===== config.mk =====
export PLATFORM = sky130hd
export DESIGN_NAME = sw_watch_ctrl
export DESIGN_NICKNAME = d
export VERILOG_FILES = /design/src/rtl/sw_ctrl_pkg.sv /design/src/rtl/set_timeout_cnt.sv /design/src/rtl/sw_watch_ctrl.sv
export SDC_FILE = /design/constraint.sdc
export NUM_CORES = 1
export LEC_CHECK = 0
export ABC_AREA = 1
export BUFFER_PORTS_ARGS = -buffer_cell sky130_fd_sc_hd__buf_2
export CAP_MARGIN = 25
export CORE_ASPECT_RATIO = 0.75
export CORE_MARGIN = 2
export CORE_UTILIZATION = 45
export DETAILED_ROUTE_END_ITERATION = 10
export PLACE_DENSITY_LB_ADDON = 0.15
export RECOVER_POWER = 25
export SLEW_MARGIN = 10
export SYNTH_ARGS = -nofsm -noshare
export SYNTH_HDL_FRONTEND = slang
export SYNTH_SLANG_ARGS = --single-unit

===== constraint.sdc =====
create_clock -name clk -period 3.8 [get_ports clk]
set_clock_uncertainty 0.1 [all_clocks]
set_input_delay 0 -clock clk [delete_from_list [all_inputs] [get_ports clk]]
set_output_delay 0 -clock clk [all_outputs]
set_load 0.01 [all_outputs]

===== src/rtl/sw_ctrl_pkg.sv =====
// sw_ctrl_pkg: state encodings and set-field codes shared by the stopwatch/watch controller
package sw_ctrl_pkg;
   localparam logic [1:0] SW_STOP    = 2'd0;
   localparam logic [1:0] SW_RUN     = 2'd1;
   localparam logic [1:0] SW_CLEAR   = 2'd2;
   localparam logic [1:0] W_NORMAL   = 2'd0;
   localparam logic [1:0] W_SET_HOUR = 2'd1;
   localparam logic [1:0] W_SET_MIN  = 2'd2;
   localparam logic [1:0] W_SET_SEC  = 2'd3;
   localparam logic [1:0] FIELD_NONE = 2'd0;
   localparam logic [1:0] FIELD_HOUR = 2'd1;
   localparam logic [1:0] FIELD_MIN  = 2'd2;
   localparam logic [1:0] FIELD_SEC  = 2'd3;
   function automatic logic [1:0] field_of(input logic [1:0] w);
      return w == W_SET_HOUR ? FIELD_HOUR :
             w == W_SET_MIN  ? FIELD_MIN  :
             w == W_SET_SEC  ? FIELD_SEC  : FIELD_NONE;
   endfunction
   function automatic logic [1:0] w_after_r(input logic [1:0] w);
      return w == W_NORMAL   ? W_SET_HOUR :
             w == W_SET_HOUR ? W_SET_MIN  :
             w == W_SET_MIN  ? W_SET_SEC  : W_NORMAL;
   endfunction
endpackage


===== src/rtl/set_timeout_cnt.sv =====
// set_timeout_cnt: saturating idle counter that flags when set mode has been idle too long
// Ports: clk, rst (async active-low), clear (zero the count), enable (count this cycle),
//        expired (count has reached TIMEOUT_CYC-1)
module set_timeout_cnt #(
   parameter int TIMEOUT_CYC = 500_000_000,
   parameter int TW          = $clog2(TIMEOUT_CYC)
) (
   input  logic clk,
   input  logic rst,
   input  logic clear,
   input  logic enable,
   output logic expired
);
   logic [TW-1:0] cnt;
   assign expired = (cnt == TW'(TIMEOUT_CYC - 1));
   // Saturates at the terminal value so it can never wrap back to zero
   always_ff @(posedge clk or negedge rst)
      if (!rst) cnt <= '0;
      else if (clear) cnt <= '0;
      else if (enable && !expired) cnt <= cnt + 1'b1;
endmodule


===== src/rtl/sw_watch_ctrl.sv =====
// sw_watch_ctrl: button-driven control of a stopwatch and a settable watch
// Ports: clk, rst (async active-low); i_btn_l/r/d one-cycle button pulses (MODE, RUN/SET, CLEAR/INC);
//        o_disp_sel (1 = watch shown), o_sw_run, o_sw_clear pulse, o_set_field, o_inc pulse, o_watch_hold
module sw_watch_ctrl
   import sw_ctrl_pkg::*;
#(
   parameter int TIMEOUT_CYC = 500_000_000,
   parameter int TW          = $clog2(TIMEOUT_CYC)
) (
   input  logic       clk,
   input  logic       rst,
   input  logic       i_btn_l,
   input  logic       i_btn_r,
   input  logic       i_btn_d,
   output logic       o_disp_sel,
   output logic       o_sw_run,
   output logic       o_sw_clear,
   output logic [1:0] o_set_field,
   output logic       o_inc,
   output logic       o_watch_hold
);
   logic [1:0] sw_st, sw_nxt, w_st, w_nxt;
   logic       acc_r, acc_d, sw_r, sw_d, w_r, w_d, inc_nxt, expired, tmr_clear;
   always_comb begin
      // Fixed priority l > r > d: losers are simply dropped
      acc_r = i_btn_r & ~i_btn_l;
      acc_d = i_btn_d & ~i_btn_l & ~i_btn_r;
      // r/d only reach the FSM whose function is on the display
      sw_r = acc_r & ~o_disp_sel;
      sw_d = acc_d & ~o_disp_sel;
      w_r  = acc_r & o_disp_sel;
      w_d  = acc_d & o_disp_sel;
      sw_nxt = sw_st == SW_CLEAR ? SW_STOP :
               sw_st == SW_RUN   ? (sw_r ? SW_STOP : SW_RUN) :
               sw_r ? SW_RUN : sw_d ? SW_CLEAR : SW_STOP;
      // A d pulse in the expiry cycle keeps the set state alive; timeout only wins when idle
      w_nxt = i_btn_l ? W_NORMAL :
              w_r ? w_after_r(w_st) :
              (expired && w_st != W_NORMAL && !w_d) ? W_NORMAL : w_st;
      inc_nxt   = w_d && (w_st != W_NORMAL);
      tmr_clear = (w_nxt == W_NORMAL) | w_r | w_d;
   end
   set_timeout_cnt #(.TIMEOUT_CYC(TIMEOUT_CYC), .TW(TW)) u_tmr (
      .clk    (clk),
      .rst    (rst),
      .clear  (tmr_clear),
      .enable (w_st != W_NORMAL),
      .expired(expired)
   );
   // Outputs are registered from next-state so they line up with the state change
   always_ff @(posedge clk or negedge rst)
      if (!rst) begin
         sw_st        <= SW_STOP;
         w_st         <= W_NORMAL;
         o_disp_sel   <= 1'b0;
         o_sw_run     <= 1'b0;
         o_sw_clear   <= 1'b0;
         o_set_field  <= FIELD_NONE;
         o_inc        <= 1'b0;
         o_watch_hold <= 1'b0;
      end else begin
         sw_st        <= sw_nxt;
         w_st         <= w_nxt;
         o_disp_sel   <= o_disp_sel ^ i_btn_l;
         o_sw_run     <= (sw_nxt == SW_RUN);
         o_sw_clear   <= (sw_nxt == SW_CLEAR);
         o_set_field  <= field_of(w_nxt);
         o_inc        <= inc_nxt;
         o_watch_hold <= (w_nxt != W_NORMAL);
      end
endmodule


==> metrics, run 1 <==
fmax 426 MHz; worst slew pin tran 2.07 ns; RSZ-0062 raised after global routing no; share of cells above drive strength 1 6.57%; outcome finished with violations; setup bufs post-CTS 0; chip height 65.5 um; synth top area cells dfrtp_1 43%, nand2_1 12%, nor2_1 12%; worst hold stages 4; largest net degree at the start of global routing 40; Core ar. 4870 um2; post-synthesis sequential area ratio 43.0%; clock sinks 39; Clk pwr share 39.5%; fin nets 342; Chip Width 86.0 um; drt drc 0; final setup fails 0; Lkg Pwr 1.05 nW; Flop pwr share 49.6%; GRT Overall Usage 19.1%; post-CTS sizing 0; Yosys top cell area share 43.0%; routed len/inst 11.8 um; placed cell areas 2350 um2; Slew Limit Fails 40; final core area utilization 51.5%; CTS tree yes; number of synthesized flops with an enable pin 0; switch share 26.0%; maximum VDD drop 0.000165 V; DRT Pass-1 Iters 4; Cell Int Power 0.651 mW; die area 5630 um2; Tcrit/Tclk final 61.8%; Netlist cell types 23; Post-Route WL 4680 um; number of global-route vias before repair 1797; CTS buffer count 5; I/O pin cnt 12; list of most frequent post-synthesis cells 75 x nand2_1, 74 x nor2_1, 42 x inv_1, 39 x dfrtp_1, 19 x nand3_1; failing checks max-capacitance violations, max-slew violations; slew margin rel. -37.9%; clk buf depth 2; DP Worst Slack 1.47 ns; Clock Root Buffer clkbuf_8; ys flop type dfrtp_1; Pwr Density 351 nW/um2; Worst-Skew Late Latency 0.30 ns; Hold WC Path Type in2reg; critical path class reg2reg; post-route ant nets 0; Async SR Flop Fraction 100%; Mapped Cells 317; Remaining Overflow, GRT 0; IO buf count 11; Final Hold Fails 0; Tmin final 2.35 ns; Combinational Power Share 10.9%; CTS HTree Levels 2; Initial DRC Count 130; number of synthesized register bits 39; first-pass GRT wire length 8240 um; required time of the critical path 3.92 ns; Final TNS setup 0 ns; max-capacitance violation count 1; Reg clk slew, reported paths 0.08 ns; cts hold-fix bufs 5; vias 1849; crit end category flip-flop; initial antenna violation count 0; area leader, netlist dfrtp_1; Yosys warning total 0; Final Cell Area 2510 um2; count leader, synth nand2_1; DR vias/cell 4.68; Antenna Cells 0; type of origin of the critical path flip-flop; syn avg cell area 7.16 um2; Max FO, Critical Path 15; setup ws final 1.45 ns; Area Overhead vs Synth 10.5%; WP data arrival 2.47 ns; DP HPWL 3320 um; gpl congestion 0.892; r2r worst-path depth 10; Rows 22; Initial Util 46.6%; Switch Pwr 0.229 mW; Syn Nets 325; Post-Syn Area 2270 um2
## through the flow
step                      instances  power [mW]  hold slack, ns
after CTS                       395       0.897           0.286
after detailed placement        382       0.540          0.0738
final                           395       0.880           0.423
after floorplan                 317       0.511          -0.396
after global placement          382       0.539          0.0754
after global routing            395       0.925           0.463
## worst max-delay path, stage by stage (launching register included)
cell     delay, ns
dfrtp_1       0.41
ha_1          0.20
inv_1         0.08
nor2_2        0.07
nand2_2       0.12
nor2_4        0.06
a21oi_1       0.59
buf_4         0.31
nand2_1       0.08
xor2_1        0.14
nor2_1        0.11
## worst paths after layout
| path | from | to | slack, ns |
|---|---|---|---|
| setup / recovery | u_tmr.cnt[0] | u_tmr.cnt[21] | 1.45 |
| hold / removal | i_btn_l | o_disp_sel | 0.42 |
| setup reg to reg | u_tmr.cnt[0] | u_tmr.cnt[21] | 1.45 |
| hold reg to reg | u_tmr.cnt[28] | u_tmr.cnt[28] | 0.48 |
| max in group asynchronous | rst | u_tmr.cnt[1] | 1.69 |
| min in group asynchronous | rst | u_tmr.cnt[6] | 0.74 |
## sequential cells by signal, indices dropped and copies added, names as in the netlist
signal        flops
sw_st             2
w_st              2
o_disp_sel        1
o_sw_clear        1
u_tmr.cnt        29
o_inc             1
o_watch_hold      1
o_set_field       1
o_sw_run          1
## area by class of cell
cell class / count / area [um2]
fill: 476 / 2360
multi-input combinational: 228 / 1080
sequential: 39 / 976
inverter: 43 / 161
timing repair buffer: 17 / 103
tap: 60 / 75.1
clock buffer: 5 / 68.8
clock inverter: 3 / 43.8
## logic make-up (layout without fill, tap and decap cells)
group,count (synthesis),in the layout,share of synthesized area (%)
fa+ha+maj,3,3,1.65
compound gates,10,10,2.43
xor+xnor,19,19,7.33
buf+inv,50,68,9.43
flops,39,39,43.0
simple gates,196,196,36.2
## cell usage in the layout (no fill, tap or decap)
cell type and count:
bufinv_16 1, a21oi_1 1, dfrtp_1 39, o31ai_1 1
nor2_1 74, xor2_1 15, o21ai_0 7, clkinv_4 1
xnor2_1 4, clkbuf_1 8, nand4_1 5, ha_1 3
clkbuf_8 5, o21bai_1 1, nor4_1 1, nor3_1 12
nand3b_1 1, dlygate4sd3_1 5, buf_4 1, nor2_4 1
nor2_2 3, buf_2 3, nand2_2 5, nand2_1 75
inv_2 1, inv_1 42, nand3_1 19, clkinv_2 1
## power groups by stage
stage	clock network, mW	logic, mW	registers, mW
finish	0.348	0.0958	0.436
global route	0.377	0.110	0.438
CTS	0.362	0.0999	0.436
detailed placement	0	0.0957	0.444
global placement	0	0.0951	0.444
floorplan	0	0.0623	0.449
## routing by layer
| metal | global-route usage, % | vias to the layer above | share of wire (%) |
|---|---|---|---|
| li1 | - | 999 | - |
| met1 | 27.3 | 815 | 55 |
| met2 | 28.0 | 28 | 38 |
| met3 | 4.15 | 7 | 4.7 |
| met4 | 7.74 | 0 | 1.9 |
| met5 | 0 | - | 0 |
Note: power is estimated with default switching activity, not from simulation.
==> run 2, diff against run 1 <==
- ABC_AREA: 1 -> 0
- clock period: 3.8 -> 2.39 ns (I/O delays scaled with it)
==> metrics, run 2 <==
max-capacitance violation count 0 (was 1); Post-Route WL 4090 um (was 4680 um); outcome finished clean (was finished with violations); final setup fails 0 (unchanged); DRT Pass-1 Iters 4 (unchanged); RR Endpoint u_tmr.cnt[2] (was u_tmr.cnt[21]); fin nets 235 (was 342); CTS HTree Levels 2 (unchanged); worst slew pin tran 0.970 ns (was 2.07 ns); maximum VDD drop 0.000425 V (was 0.000165 V); Core ar. 4490 um2 (was 4870 um2); chip height 63.4 um (was 65.5 um); ys flop type dfrtp_1 (unchanged); Remaining Overflow, GRT 0 (unchanged); r2r setup slk 0.12 ns (was 1.45 ns); routed len/inst 14.4 um (was 11.8 um); Async SR Flop Fraction 100% (unchanged); Power Total 1.46 mW (was 0.880 mW); Lkg Pwr 0.892 nW (was 1.05 nW); Chip Width 83.2 um (was 86.0 um); number of synthesized flops with an enable pin 0 (unchanged); list of most frequent post-synthesis cells 39 x dfrtp_1, 26 x nor2_1, 15 x xor2_1, 13 x nand2_1, 12 x nand4_1 (was 75 x nand2_1, 74 x nor2_1, 42 x inv_1, 39 x dfrtp_1, 19 x nand3_1); area leader, netlist dfrtp_1 (unchanged); Initial DRC Count 72 (was 130); Switch Pwr 0.453 mW (was 0.229 mW); Yosys warning total 0 (unchanged); die area 5270 um2 (was 5630 um2); switch share 31.0% (was 26.0%); Initial Util 47.1% (was 46.6%); Area Overhead vs Synth 11.1% (was 10.5%); DP HPWL 2890 um (was 3320 um); critical path class reg2reg (unchanged); IO buf count 11 (unchanged); Reg clk slew, reported paths 0.08 ns (about the same); Slew Limit Fails 0 (was 40); synth top area cells dfrtp_1 46%, xor2_1 6.2%, nor2_4 5.3% (was dfrtp_1 43%, nand2_1 12%, nor2_1 12%); Antenna Cells 0 (unchanged); Mapped Cells 206 (was 317); number of global-route vias before repair 1554 (was 1797); WP data arrival 2.32 ns (was 2.47 ns); drt drc 0 (unchanged); Worst-Skew Late Latency 0.29 ns (was 0.30 ns); Largest regs u_tmr.cnt x29, sw_st x2, w_st x2 (unchanged); Clk pwr share 29.6% (was 39.5%); setup bufs post-CTS 0 (unchanged); r2r worst-path depth 7 (was 10); first-pass GRT wire length 7360 um (was 8240 um); DR vias/cell 5.46 (was 4.68); fmax 440 MHz (was 426 MHz); GRT Overall Usage 17.5% (was 19.1%); count leader, synth dfrtp_1 (was nand2_1); CTS tree yes (unchanged); Final Hold Fails 0 (unchanged); Syn Nets 214 (was 325); initial antenna violation count 0 (unchanged); Most flops, register u_tmr.cnt (unchanged); post-synthesis sequential area ratio 46.1% (was 43.0%); most frequent cells in the layout 39 x dfrtp_1, 26 x nor2_1, 15 x xor2_1, 13 x nand2_1, 12 x nand4_1 (was 75 x nand2_1, 74 x nor2_1, 42 x inv_1, 39 x dfrtp_1, 19 x nand3_1); Hold WC Path Type in2async (was in2reg); Cell Int Power 1.01 mW (was 0.651 mW); commonest non-fill, non-tap cell in the layout dfrtp_1 (was nand2_1); Yosys top cell area share 46.1% (was 43.0%); max reg flops 29 (unchanged); post-route ant nets 0 (unchanged); worst r2r src u_tmr.cnt[0] (unchanged); Post-Syn Area 2120 um2 (was 2270 um2); type of origin of the critical path flip-flop (unchanged); largest net degree at the start of global routing 40 (unchanged); vias 1556 (was 1849); syn avg cell area 10.3 um2 (was 7.16 um2); Max FO, Critical Path 28 (was 15); required time of the critical path 2.44 ns (was 3.92 ns); I/O pin cnt 12 (unchanged); number of synthesized register bits 39 (unchanged); final core area utilization 52.3% (was 51.5%); clock sinks 39 (unchanged); Pwr Density 621 nW/um2 (was 351 nW/um2); Netlist cell types 40 (was 23); Rows 21 (was 22); share of cells above drive strength 1 15.8% (was 6.57%); Tcrit/Tclk final 95.1% (was 61.8%); Combinational Power Share 20.0% (was 10.9%); clk buf depth 2 (unchanged); Flop pwr share 50.4% (was 49.6%); slew margin rel. 35.3% (was -37.9%); CTS buffer count 5 (unchanged); crit end category flip-flop (unchanged); Tmin final 2.27 ns (was 2.35 ns); gpl congestion 0.820 (was 0.892); Clock Root Buffer clkbuf_8 (unchanged)
-- run 2: repair_timing --
| action | CTS | global route |
|---|---|---|
| setup endpoints to repair | 0 | 18 |
| endpoints found under the hold margin | 48 | 0 |
| hold buffers | 4 | 0 |
| resized for setup | 0 | 1 |
-- run 2: worst max path at each step --
| stage | startpoint | to | depth (start not counted) |
|---|---|---|---|
| 5_1_grt | u_tmr.cnt[0] | u_tmr.cnt[2] | 7 |
| 2_1_floorplan | u_tmr.cnt[0] | u_tmr.cnt[12] | 8 |
| 3_3_place_gp | u_tmr.cnt[0] | u_tmr.cnt[2] | 7 |
| 4_1_cts | u_tmr.cnt[0] | u_tmr.cnt[4] | 7 |
| 6_report | u_tmr.cnt[0] | u_tmr.cnt[2] | 7 |
| 3_5_place_dp | u_tmr.cnt[0] | u_tmr.cnt[4] | 7 |
-- run 2: power by group through the flow --
stage | sequential [mW] | clock (mW) | combinational [mW]
3_3_place_gp | 0.745 | 0 | 0.287
3_5_place_dp | 0.749 | 0 | 0.296
6_report | 0.736 | 0.432 | 0.292
4_1_cts | 0.735 | 0.445 | 0.302
2_1_floorplan | 0.758 | 0 | 0.202
5_1_grt | 0.743 | 0.480 | 0.325
-- run 2: final cells by class --
cell class                      instances  area (um2)
Fill cell                             388        2140
Multi-Input combinational cell        155        1060
Sequential cell                        39         976
Timing Repair Buffer                   20         136
Clock buffer                            7        76.3
Tap cell                               57        71.3
Inverter                                6        22.5
Clock inverter                          1        5.00
-- run 2: routing by layer --
metal / global-route usage (%) / share of wire, %
met4: 5.53 / 1.5
met3: 4.33 / 3.1
met2: 25.1 / 42
met1: 25.9 / 53
met5: 0 / 0
-- run 2: kinds of logic after synthesis --
family,after synthesis,share of synthesized area [%]
buffers and inverters,12,3.78
and+or+nand+nor,103,30.6
muxes,2,0.946
adders and majority gates,3,1.77
xor gates and xnor gates,24,9.93
DFF,39,46.1
AOI/OAI and AO/OA,23,6.92
-- run 2: critical path, cell delays in order, from the launching register on --
cell and delay, ns:
dfrtp_1 0.39, ha_2 0.25, nand4_2 0.18, or3_1 0.41, nand4b_1 0.20, or3b_1 0.24, buf_12 0.23, a311oi_1 0.10
-- run 2: through the flow --
| stage | cell area [um2] | hold WS (ns) | worst slack, ns | TNS (ns) | instances |
|---|---|---|---|---|---|
| after floorplan | 2120 | -0.396 | 0.328 | 0 | 206 |
| after global placement | 2240 | 0.0566 | 0.258 | 0 | 273 |
| after detailed placement | 2240 | 0.0722 | 0.163 | 0 | 273 |
| after CTS | 2360 | 0.291 | 0.150 | 0 | 285 |
| after global routing | 2350 | 0.386 | -0.0253 | -0.0253 | 285 |
| final | 2350 | 0.295 | 0.117 | 0 | 285 |
==> run 3, diff against run 2 <==
- CTS_BUF_LIST: unset -> sky130_fd_sc_hd__clkbuf_8
- clock period: 2.39 -> 2.1 ns (I/O delays scaled with it)
==> metrics, run 3 (synthesis results as in run 2) <==
Post-Route WL 4470 um (was 4090 um); share of cells above drive strength 1 23.3% (was 15.8%); largest net degree at the start of global routing 40 (unchanged); routed len/inst 15.0 um (was 14.4 um); RR Endpoint u_tmr.cnt[2] (unchanged); die area 5270 um2 (unchanged); GRT Overall Usage 17.3% (was 17.5%); gpl congestion 0.864 (was 0.820); Chip Width 83.2 um (unchanged); Pwr Density 690 nW/um2 (was 621 nW/um2); Antenna Cells 0 (unchanged); max reg flops 29 (unchanged); Core ar. 4490 um2 (unchanged); type of origin of the critical path flip-flop (unchanged); setup ws final 0.0636 ns (was 0.117 ns); Clock Root Buffer clkbuf_8 (unchanged); Lkg Pwr 0.980 nW (was 0.892 nW); Largest regs u_tmr.cnt x29, sw_st x2, w_st x2 (unchanged); commonest non-fill, non-tap cell in the layout dfrtp_1 (unchanged); WP data arrival 2.10 ns (was 2.32 ns); final core area utilization 55.9% (was 52.3%); chip height 63.4 um (unchanged); crit end category flip-flop (unchanged); IO buf count 11 (unchanged); Most flops, register u_tmr.cnt (unchanged); Area Overhead vs Synth 18.6% (was 11.1%); Rows 21 (unchanged); max-capacitance violation count 0 (unchanged); CTS buffer count 5 (unchanged); required time of the critical path 2.16 ns (was 2.44 ns); Tmin final 2.04 ns (was 2.27 ns); number of global-route vias before repair 1550 (was 1554); DP Worst Slack -0.00368 ns (was 0.163 ns); Hold WC Path Type in2async (unchanged); first-pass GRT wire length 7250 um (was 7360 um); DP HPWL 2950 um (was 2890 um); Worst-Skew Late Latency 0.30 ns (was 0.29 ns); Initial Util 47.1% (unchanged); worst slew pin tran 0.954 ns (was 0.970 ns); worst r2r src u_tmr.cnt[1] (was u_tmr.cnt[0]); initial antenna violation count 0 (unchanged); fin nets 248 (was 235); maximum VDD drop 0.000410 V (was 0.000425 V); vias 1637 (was 1556); DRT Pass-1 Iters 4 (unchanged); clock sinks 39 (unchanged); post-route ant nets 0 (unchanged); DR vias/cell 5.51 (was 5.46); outcome finished clean (unchanged); drt drc 0 (unchanged); Final Hold Fails 0 (unchanged); clk buf depth 2 (unchanged); final setup fails 0 (unchanged); fmax 491 MHz (was 440 MHz); critical path class reg2reg (unchanged); Slew Limit Fails 0 (unchanged); most frequent cells in the layout 39 x dfrtp_1, 26 x nor2_1, 15 x xor2_1, 14 x buf_4, 13 x nand2_1 (was 39 x dfrtp_1, 26 x nor2_1, 15 x xor2_1, 13 x nand2_1, 12 x nand4_1); Max FO, Critical Path 14 (was 28); Remaining Overflow, GRT 0 (unchanged); r2r worst-path depth 7 (unchanged); CTS tree yes (unchanged); Initial DRC Count 64 (was 72); Reg clk slew, reported paths 0.08 ns (about the same); r2r setup slk 0.06 ns (was 0.12 ns); Tcrit/Tclk final 97.0% (was 95.1%); Hold WS 0.283 ns (was 0.295 ns); slew margin rel. 36.4% (was 35.3%); CTS HTree Levels 2 (unchanged); I/O pin cnt 12 (unchanged)
run 3: cell count changes in the layout (fill, tap and decap cells not counted), moves of 2 or more:
| cell | change |
|---|---|
| nor4_2 | +2 |
| buf_4 | +10 |
| nor4_1 | -2 |
| clkbuf_1 | -2 |
run 3: final cells by class:
cell class | instances | area, um2
inverters | 6 | 22.5
fillers | 391 | 1980
multi-input cells | 155 | 1090
flip-flops and latches | 39 | 976
clock inverters | 1 | 5.00
well taps | 57 | 71.3
repair buffers | 33 | 262
clock buffers | 6 | 82.6
run 3: routing by layer:
| layer | GRT usage, % | vias up | share of wire (%) |
|---|---|---|---|
| met5 | 0 | - | 0 |
| met4 | 4.71 | 0 | 0.40 |
| met3 | 5.50 | 2 | 4.9 |
| met2 | 25.5 | 37 | 45 |
| met1 | 24.6 | 808 | 50 |
| li1 | - | 790 | - |
run 3: timing repair:
action | in CTS | in global routing
hold buffers | 4 | 0
gates cloned | 0 | 2
endpoints found under the hold margin | 49 | 0
resized for setup | 1 | 8
pin swaps | 0 | 3
buffers inserted | 0 | 4
setup endpoints to repair | 2 | 28
run 3: worst max path at each step:
stage	end	startpoint
2_1_floorplan	u_tmr.cnt[17]	u_tmr.cnt[0]
3_3_place_gp	u_tmr.cnt[27]	w_st[0]
3_5_place_dp	u_tmr.cnt[25]	w_st[0]
4_1_cts	u_tmr.cnt[25]	w_st[0]
5_1_grt	u_tmr.cnt[2]	u_tmr.cnt[1]
6_report	u_tmr.cnt[2]	u_tmr.cnt[1]
run 3: critical path: stages (launching register included):
cell,delay [ns]
dfrtp_1,0.37
ha_2,0.21
nand4_2,0.12
or3_4,0.39
nand4b_1,0.19
or3b_4,0.32
buf_12,0.15
a311oi_1,0.05
run 3: through the flow:
| stage | cells | total power [mW] | TNS (ns) | area [um2] |
|---|---|---|---|---|
| 2_1_floorplan | 206 | 1.09 | 0 | 2120 |
| 3_3_place_gp | 280 | 1.19 | 0 | 2290 |
| 3_5_place_dp | 280 | 1.20 | -0.00368 | 2290 |
| 4_1_cts | 291 | 1.72 | 0 | 2420 |
| 5_1_grt | 297 | 1.83 | -0.203 | 2510 |
| 6_report | 297 | 1.73 | 0 | 2510 |
run 3: report_power, final:
| part | switching (mW) | internal (mW) |
|---|---|---|
| clock | 0.261 | 0.258 |
| combinational | 0.243 | 0.149 |
| sequential | 0.0228 | 0.800 |
